`config.mk`:
```
export PLATFORM = sky130hd
export DESIGN_NAME = reg_file_dumper
export DESIGN_NICKNAME = d
export VERILOG_FILES = /design/src/rtl/reg_file_dumper.sv
export SDC_FILE = /design/constraint.sdc
export NUM_CORES = 1
export LEC_CHECK = 0
export ABC_AREA = 1
export CAP_MARGIN = 20
export CELL_PAD_IN_SITES_DETAIL_PLACEMENT = 1
export CELL_PAD_IN_SITES_GLOBAL_PLACEMENT = 1
export CORE_MARGIN = 4
export CORE_UTILIZATION = 28
export DETAILED_ROUTE_END_ITERATION = 10
export HOLD_SLACK_MARGIN = 0.05
export PLACE_DENSITY = 0.82
export SLEW_MARGIN = 10
export SYNTH_ARGS = -nofsm -noshare
export SYNTH_HDL_FRONTEND = slang
export SYNTH_SLANG_ARGS = --single-unit
```
`constraint.sdc`:
```
create_clock -name clk -period 1.43 [get_ports clk]
set_input_delay 0.286 -clock clk [delete_from_list [all_inputs] [get_ports clk]]
set_output_delay 0.286 -clock clk [all_outputs]
set_load 0.05 [all_outputs]
```
`src/rtl/reg_file_dumper.sv`:
```
// reg_file_dumper: walks the register file through one read port and streams {addr,data} beats.
// Define REG_DUMP_CHECKSUM_EN to append an XOR checksum beat after the last entry.
module reg_file_dumper #(
  parameter int DATA_WIDTH = 32,
  parameter int ADDR_WIDTH = 5
) (
  input  logic                  clk,
  input  logic                  rst,
  input  logic                  start,
  output logic                  busy,
  output logic                  done,
  output logic [ADDR_WIDTH-1:0] rf_raddr,
  input  logic [DATA_WIDTH-1:0] rf_rdata,
  output logic                  out_valid,
  input  logic                  out_ready,
  output logic [DATA_WIDTH-1:0] out_data,
  output logic [ADDR_WIDTH-1:0] out_addr,
  output logic                  out_last
);
  typedef enum logic [1:0] {IDLE, STREAM, CSUM, DONE} state_t;
  localparam logic [ADDR_WIDTH-1:0] LAST = '1;
`ifdef REG_DUMP_CHECKSUM_EN
  localparam state_t AFTER = CSUM;
  localparam bit ENTRY_LAST = 1'b0;
`else
  localparam state_t AFTER = DONE;
  localparam bit ENTRY_LAST = 1'b1;
`endif
  state_t state, state_d;
  logic [ADDR_WIDTH:0] ptr;
  logic hs, load, last_hs, go;
  assign rf_raddr = ptr[ADDR_WIDTH-1:0];
  assign hs = out_valid & out_ready;
  assign go = (state == IDLE) & start;
  assign load = (state == STREAM) & (~out_valid | out_ready) & ~ptr[ADDR_WIDTH];
  // ptr MSB set means every entry is already loaded, so this is the final register beat
  assign last_hs = (state == STREAM) & hs & ptr[ADDR_WIDTH] & (out_addr == LAST);
  always_comb begin
    state_d = go ? STREAM : last_hs ? AFTER : (state == DONE) ? IDLE
            : (state == CSUM && hs) ? DONE : state;
    busy = (state == STREAM) | (state == CSUM);
    done = state == DONE;
  end
  always_ff @(posedge clk or negedge rst)
    if (!rst) state <= IDLE;
    else state <= state_d;
`ifdef REG_DUMP_CHECKSUM_EN
  logic [DATA_WIDTH-1:0] csum;
  always_ff @(posedge clk or negedge rst)
    if (!rst) csum <= '0;
    else if (go) csum <= '0;
    else if (load) csum <= csum ^ rf_rdata;
`endif
  always_ff @(posedge clk or negedge rst) begin
    if (!rst) begin
      ptr <= '0;
      out_valid <= 1'b0;
      out_data <= '0;
      out_addr <= '0;
      out_last <= 1'b0;
    end else if (go) begin
      ptr <= '0;
    end else if (load) begin
      out_data <= rf_rdata;
      out_addr <= ptr[ADDR_WIDTH-1:0];
      out_valid <= 1'b1;
      out_last <= ENTRY_LAST & (ptr[ADDR_WIDTH-1:0] == LAST);
      ptr <= ptr + (ADDR_WIDTH+1)'(1);
`ifdef REG_DUMP_CHECKSUM_EN
    end else if (last_hs) begin
      out_data <= csum;
      out_addr <= '0;
      out_last <= 1'b1;
`endif
    end else if (hs) begin
      out_valid <= 1'b0;
      out_last <= 1'b0;
    end
  end
endmodule

```
# Word-level counts from Yosys, hierarchy flattened
# Cells that the tools add are included.
[word_totals]
ff_bits = 47
in_bits = 36
output_inout_bits = 46
wordCells = 40
[op_classes]
add_sub_neg = 1
n_eq_ne = 5
muxes = 9
bitwise = 12
n_reduce_logical = 7
[ops]
columns = ["cell", "n"]
rows = [
  ["2-to-1 mux 6 bit", 2],
  ["equality test 5 bit (second input constant)", 2],
  ["2-to-1 mux 2 bit", 4],
  ["AND 1 bit", 7],
  ["adder 6 x 1 -> 6 bit (second input constant)", 1],
  ["equality test 2 bit (second input constant)", 2],
  ["AND reduction 2 bit", 2],
  ["nonzero test 2 bit", 2],
  ["nonzero test 4 bit", 1],
  ["2-to-1 mux 1 bit", 3],
  ["inverter 1 bit", 3],
  ["equality test 2 x 1 -> 1 bit (second input constant)", 1],
  ["zero test 2 bit", 1],
  ["bitwise OR 1 bit", 2],
  ["logical AND 1 bit", 1],
]

# Longest topological paths before layout
[logic_depth]
ltp_word = 6
depth_mapped = 11
depth_no_buf = 9

# Worst setup path after synthesis
# Ideal clock, no wire load.
[synth_timing]
path_kind = "register to register"
from = "register out_valid"
to = "register out_valid"
setup_time_ps = 121
arrival_time_ps = 1346
required_ps = 1309
setup_slack_ps = -37
stages_incl_launch_ff = 8
path_buffers = 2
synth_period_minus_slack_ps = 1467
path_cell_list = "dfrtp_1 -> nand2_1 -> nand2_4 -> inv_4 -> nand2_2 -> buf_6 -> buf_8 -> nand2_1"
[synth_between]
elab_chain_cells = 6
word_cells_on_any_way = 8
classes_between = "mux (1); bitwise (5); reduce/logical (2)"
[synth_rtl]
columns = ["element", "line", "rtl"]
rows = [
  ["start: declaration", "14", "output logic out_valid,"],
  ["start signal: assignment", "57", "out_valid <= 1'b0;"],
  ["start signal: assignment", "66", "out_valid <= 1'b1;"],
  ["start signal: assignment", "76", "out_valid <= 1'b0;"],
  ["inverter 1 bit", "35", "assign load = (state == STREAM) & (~out_valid | out_ready) & ~ptr[ADDR_WIDTH];"],
  ["bitwise OR 1 bit", "35", ""],
  ["AND 1 bit (2 in series)", "35", ""],
  ["nonzero test 2 bit (no source line)", "n/a", ""],
  ["AND reduction 2 bit (no source line)", "n/a", ""],
]
# Parallel ways exist; a longest one is shown, timed or not.
# A chain may end at the register's enable or synchronous reset.

# Worst setup path after layout
[layout_timing]
from = "register state[0]"
to = "output busy"
[layout_between]
elab_chain_cells = 2
word_cells_on_any_way = 3
classes_between = "eq/ne (2); bitwise (1)"
[layout_rtl]
columns = ["element", "line", "rtl"]
rows = [
  ["start: declaration", "29", "state_t state, state_d;"],
  ["start signal: assignment", "46", "else state <= state_d;"],
  ["equality test 2 x 1 -> 1 bit or equality test 2 bit (tied branches)", "41", "busy = (state == STREAM) | (state == CSUM);"],
  ["bitwise OR 1 bit (*)", "41", ""],
  ["end: declaration", "10", "output logic busy,"],
]
# Every way passes the cells marked *; elsewhere a longest branch is shown, timed or not.

==> results.md <==
Outcome:
- The run finished, with violations left.
- The final reports fail on setup timing.

Timing:
- The worst hold margin is 0.486 ns.
- For this run, the top clock speed supported by timing is 0.670 GHz.
- The shortest clock period the worst path allows after layout is 1.49 ns.
- The final-report max-slew violation count is 0.
- The least setup slack across all paths after layout is -0.0632 ns.
- The count of final hold-check violations is 0.
- The relative max-transition margin is 0.806.
- Dividing the final minimum period by the clock period gives 1.04.
- The slew of the pin with the lowest slew margin is 0.288 ns.
- For the final database, setup skew stands at 0.0180 ns.
- Setup repair after global routing could not meet its margin everywhere.
- Setup violations remaining at the end of the flow were counted as 39.

Place:
- After detailed placement, the total cell area comes to between 3000 and 4000 sq um.
- The post-placement setup slack is -0.218 ns.
- Routability-driven placement finished with a final weighted congestion of 0.725.
- Input and output buffers added on the ports amount to 81.
- Detailed placement ended at an HPWL of 4.72 mm.

Synth:
- The share of synthesized area in the top cell type comes to 0.561.
- The mean post-synth cell area is approximately 8.7 sq um.
- The leading area contributor after synthesis is sky130_fd_sc_hd__dfrtp_1.
- Synthesis produced a netlist with a net count of around 280.
- Yosys mapped the design onto 19 distinct sky130hd cell types.
- Summing every instance area after synthesis gives about 2100 sq um.
- Counting every instance in the synthesized netlist gives 241.
- The total of flip-flops plus latches after synthesis is 47.
- The sequential share of the synthesized area is 0.561.
- In the post-synthesis netlist, the biggest area contributors are sky130_fd_sc_hd__dfrtp_1 56%, sky130_fd_sc_hd__nand2_1 22%, sky130_fd_sc_hd__buf_4 3.6%.
- The synthesis warning total is 0.

Setup path:
- The startpoint identified for the worst register-to-register timing path is state[0].
- The required time at the endpoint of the critical path is 1.14 ns.
- The worst setup path is captured at an output port.
- The path depth of the worst reg2reg path is 10.
- The worst setup path is launched from a flip-flop.
- The reg-to-reg critical path endpoint is ptr[5].
- The worst register-to-register path has a setup slack of -0.05 ns.
- Along the worst path, the maximum fanout reaches 3.
- The startpoint-to-endpoint class of the critical path is reg2out.
- For the worst setup path, the data arrival time is 1.21 ns.

Route:
- The vias after detailed routing is about 1900.
- In the routed design, unresolved DRC markers number 0.
- The wire length per cell is 16.0 um.
- The pre-antenna-repair detailed-routing pass consisted of 4 iterations.
- The count of routing violations after the opening detailed-route iteration is 60.
- In this run the remaining antenna-violating nets after routing total 0.
- The total detailed-routing wirelength is approximately 7 mm.
- The ratio of routed vias to standard cells is 4.34.

Global route:
- The number of global-route vias before repair is 2115.
- For this run, the total global-route usage over all layers was measured as 0.153.
- The number of antenna violations at the first check in global routing came to 0.
- The first global-routing pass estimated 10.6 mm of wire.
- The pin count of the biggest net entering global routing is 48.
- After global routing the overflow that remains totals 0.

Floorplanning:
- In this run the core area contains 31 standard-cell rows.
- The number of primary I/O pins is between 80 and 90.
- The floorplan die height is 94.6 um.
- The initial utilization of the core area, before any placement, comes to 0.289.
- In this run the horizontal extent of the chip is 94.6 um.
- The overall die area is 8940 sq um.
- The core area is 7250 sq um.

Clocking:
- The tree built by TritonCTS fans out to 47 sinks.
- The clock passes through at most 2 buffers.
- The clock latency at the later pin of the worst-skew pair is 0.31 ns.
- The clock slew seen by the registers of the worst setup and hold paths is 0.10 ns.
- The H-tree generated during clock tree synthesis spans 2 levels.
- Counting the buffers created by CTS gives 5.
- TritonCTS built the clock tree.
- In this run the clock root is driven by a sky130_fd_sc_hd__clkbuf_8.

Power and ir drop:
- IR analysis of the VDD net gives a maximum drop of ~1.3 mV.
- The leakage power is just under 2 nW.
- Power spread over the standard cell area amounts to between 2000 and 3000 nW/um^2.

Cells and area:
- 0 antenna diodes ended up in the layout.
- In the final design database the tool counted 382 nets.
- The finished cells cover 4000 sq um.
- In the final layout, the share of cells above drive strength 1 is 0.396.
- The final-layout fill cell count is 777.
- The area growth from synthesis to layout is 90.5%.

Flow run:
- The max-cap violation count is 0.

Worst hold path:
- The tightest min-delay check is of the in2async type.
==> routing by layer <==
layer  track usage  wire length, um
met5             0                0
met3        0.0558              498
met1         0.169             2730
met4        0.0313               37
met2         0.283             3770
==> where the power goes <==
part           total, mW  internal (mW)  switching [mW]
combinational       8.01           3.80            4.20
sequential          2.68           1.95           0.731
clock               1.06          0.576           0.489
total               11.7           6.33            5.42
==> placed cells by master, fill, tap and decap left out, types with 3 or more instances in the layout <==
master / synthesis / layout
sky130_fd_sc_hd__inv_1: 11 / 8
sky130_fd_sc_hd__clkdlybuf4s50_1: 0 / 34
sky130_fd_sc_hd__clkbuf_8: 0 / 6
sky130_fd_sc_hd__nand2_2: 10 / 39
sky130_fd_sc_hd__o21ai_0: 6 / 3
sky130_fd_sc_hd__ha_4: 0 / 3
sky130_fd_sc_hd__dfrtp_1: 47 / 45
sky130_fd_sc_hd__buf_6: 1 / 5
sky130_fd_sc_hd__nand2_1: 123 / 92
sky130_fd_sc_hd__inv_2: 1 / 4
sky130_fd_sc_hd__clkbuf_16: 0 / 3
sky130_fd_sc_hd__buf_12: 0 / 52
sky130_fd_sc_hd__o21ai_1: 0 / 3
sky130_fd_sc_hd__ha_1: 6 / 3
sky130_fd_sc_hd__buf_4: 10 / 9
sky130_fd_sc_hd__nor2_1: 4 / 4
sky130_fd_sc_hd__nand3_1: 11 / 10
==> cell type report <==
cell class | count | area, sq um | area share
Timing Repair Buffer | 106 | 1610 | 0.403
Sequential cell | 47 | 1180 | 0.295
Multi-Input combinational cell | 167 | 911 | 0.228
Tap cell | 99 | 124 | 0.0310
Clock buffer | 6 | 82.6 | 0.0207
Inverter | 13 | 51.3 | 0.0128
Clock inverter | 2 | 38.8 | 0.00971
==> registers in the layout, summed over array words and instances (netlist names) <==
| name | flops |
|---|---|
| state | 2 |
| out_valid | 1 |
| ptr | 6 |
| out_addr | 5 |
| out_data | 32 |
| out_last | 1 |
==> critical path, cell delays in order (launching register included) <==
cell,delay [ns]
sky130_fd_sc_hd__dfrtp_2,0.45
sky130_fd_sc_hd__inv_2,0.10
sky130_fd_sc_hd__ha_4,0.21
sky130_fd_sc_hd__buf_12,0.14
==> Yosys cell counts <==
| cell | number |
|---|---|
| sky130_fd_sc_hd__nand2_1 | 123 |
| sky130_fd_sc_hd__dfrtp_1 | 47 |
| sky130_fd_sc_hd__inv_1 | 11 |
| sky130_fd_sc_hd__nand3_1 | 11 |
| sky130_fd_sc_hd__buf_4 | 10 |
| sky130_fd_sc_hd__nand2_2 | 10 |
| sky130_fd_sc_hd__ha_1 | 6 |
| sky130_fd_sc_hd__o21ai_0 | 6 |
| sky130_fd_sc_hd__nor2_1 | 4 |
| sky130_fd_sc_hd__buf_2 | 2 |
| sky130_fd_sc_hd__nand4_1 | 2 |
| sky130_fd_sc_hd__nor2_4 | 2 |
| sky130_fd_sc_hd__a21oi_1 | 1 |
| sky130_fd_sc_hd__buf_6 | 1 |
| sky130_fd_sc_hd__buf_8 | 1 |
| sky130_fd_sc_hd__inv_2 | 1 |
| sky130_fd_sc_hd__inv_4 | 1 |
| sky130_fd_sc_hd__nand2_4 | 1 |
| sky130_fd_sc_hd__xor2_1 | 1 |
==> worst max-delay path by stage <==
stage          cells past startpoint      start  slack (ns)      endpoint
2_1_floorplan                     11   state[1]      0.0005  out_data[22]
3_3_place_gp                       9  out_ready       -0.15  out_data[12]
3_5_place_dp                       9  out_ready       -0.22  out_data[20]
4_1_cts                            3   state[0]       -0.09          busy
5_1_grt                           10   state[1]       -0.13        ptr[5]
6_report                           3   state[0]       -0.06          busy
==> logic make-up (layout without fill, tap and decap cells) <==
| family | Yosys count | in the layout | share of synthesized area |
|---|---|---|---|
| buffers and inverters | 27 | 127 | 0.0775 |
| adders and majority gates | 6 | 6 | 0.0358 |
| xor gates and xnor gates | 1 | 1 | 0.00417 |
| AOI/OAI and AO/OA | 7 | 7 | 0.0167 |
| and+or+nand+nor | 153 | 153 | 0.305 |
| DFF | 47 | 47 | 0.561 |
==> metrics by stage <==
stage	cells	total power [mW]	setup TNS, ns	utilization
after global routing	440	12.4	-3.45	0.551
after CTS	437	11.3	-2.22	0.524
final	440	11.7	-1.20	0.551
after global placement	424	9.62	-5.87	0.492
after detailed placement	424	9.83	-8.09	0.492
after floorplan	241	6.09	0	-
==> timing repair <==
item,CTS,global route
endpoints found under the setup margin,45,45
hold buffers,1,0
gates resized for setup,10,51
endpoints found under the hold margin,47,0
setup buffers,3,2
pin swaps,1,17
cloned,1,4
Power figures use the tool's default switching activity.
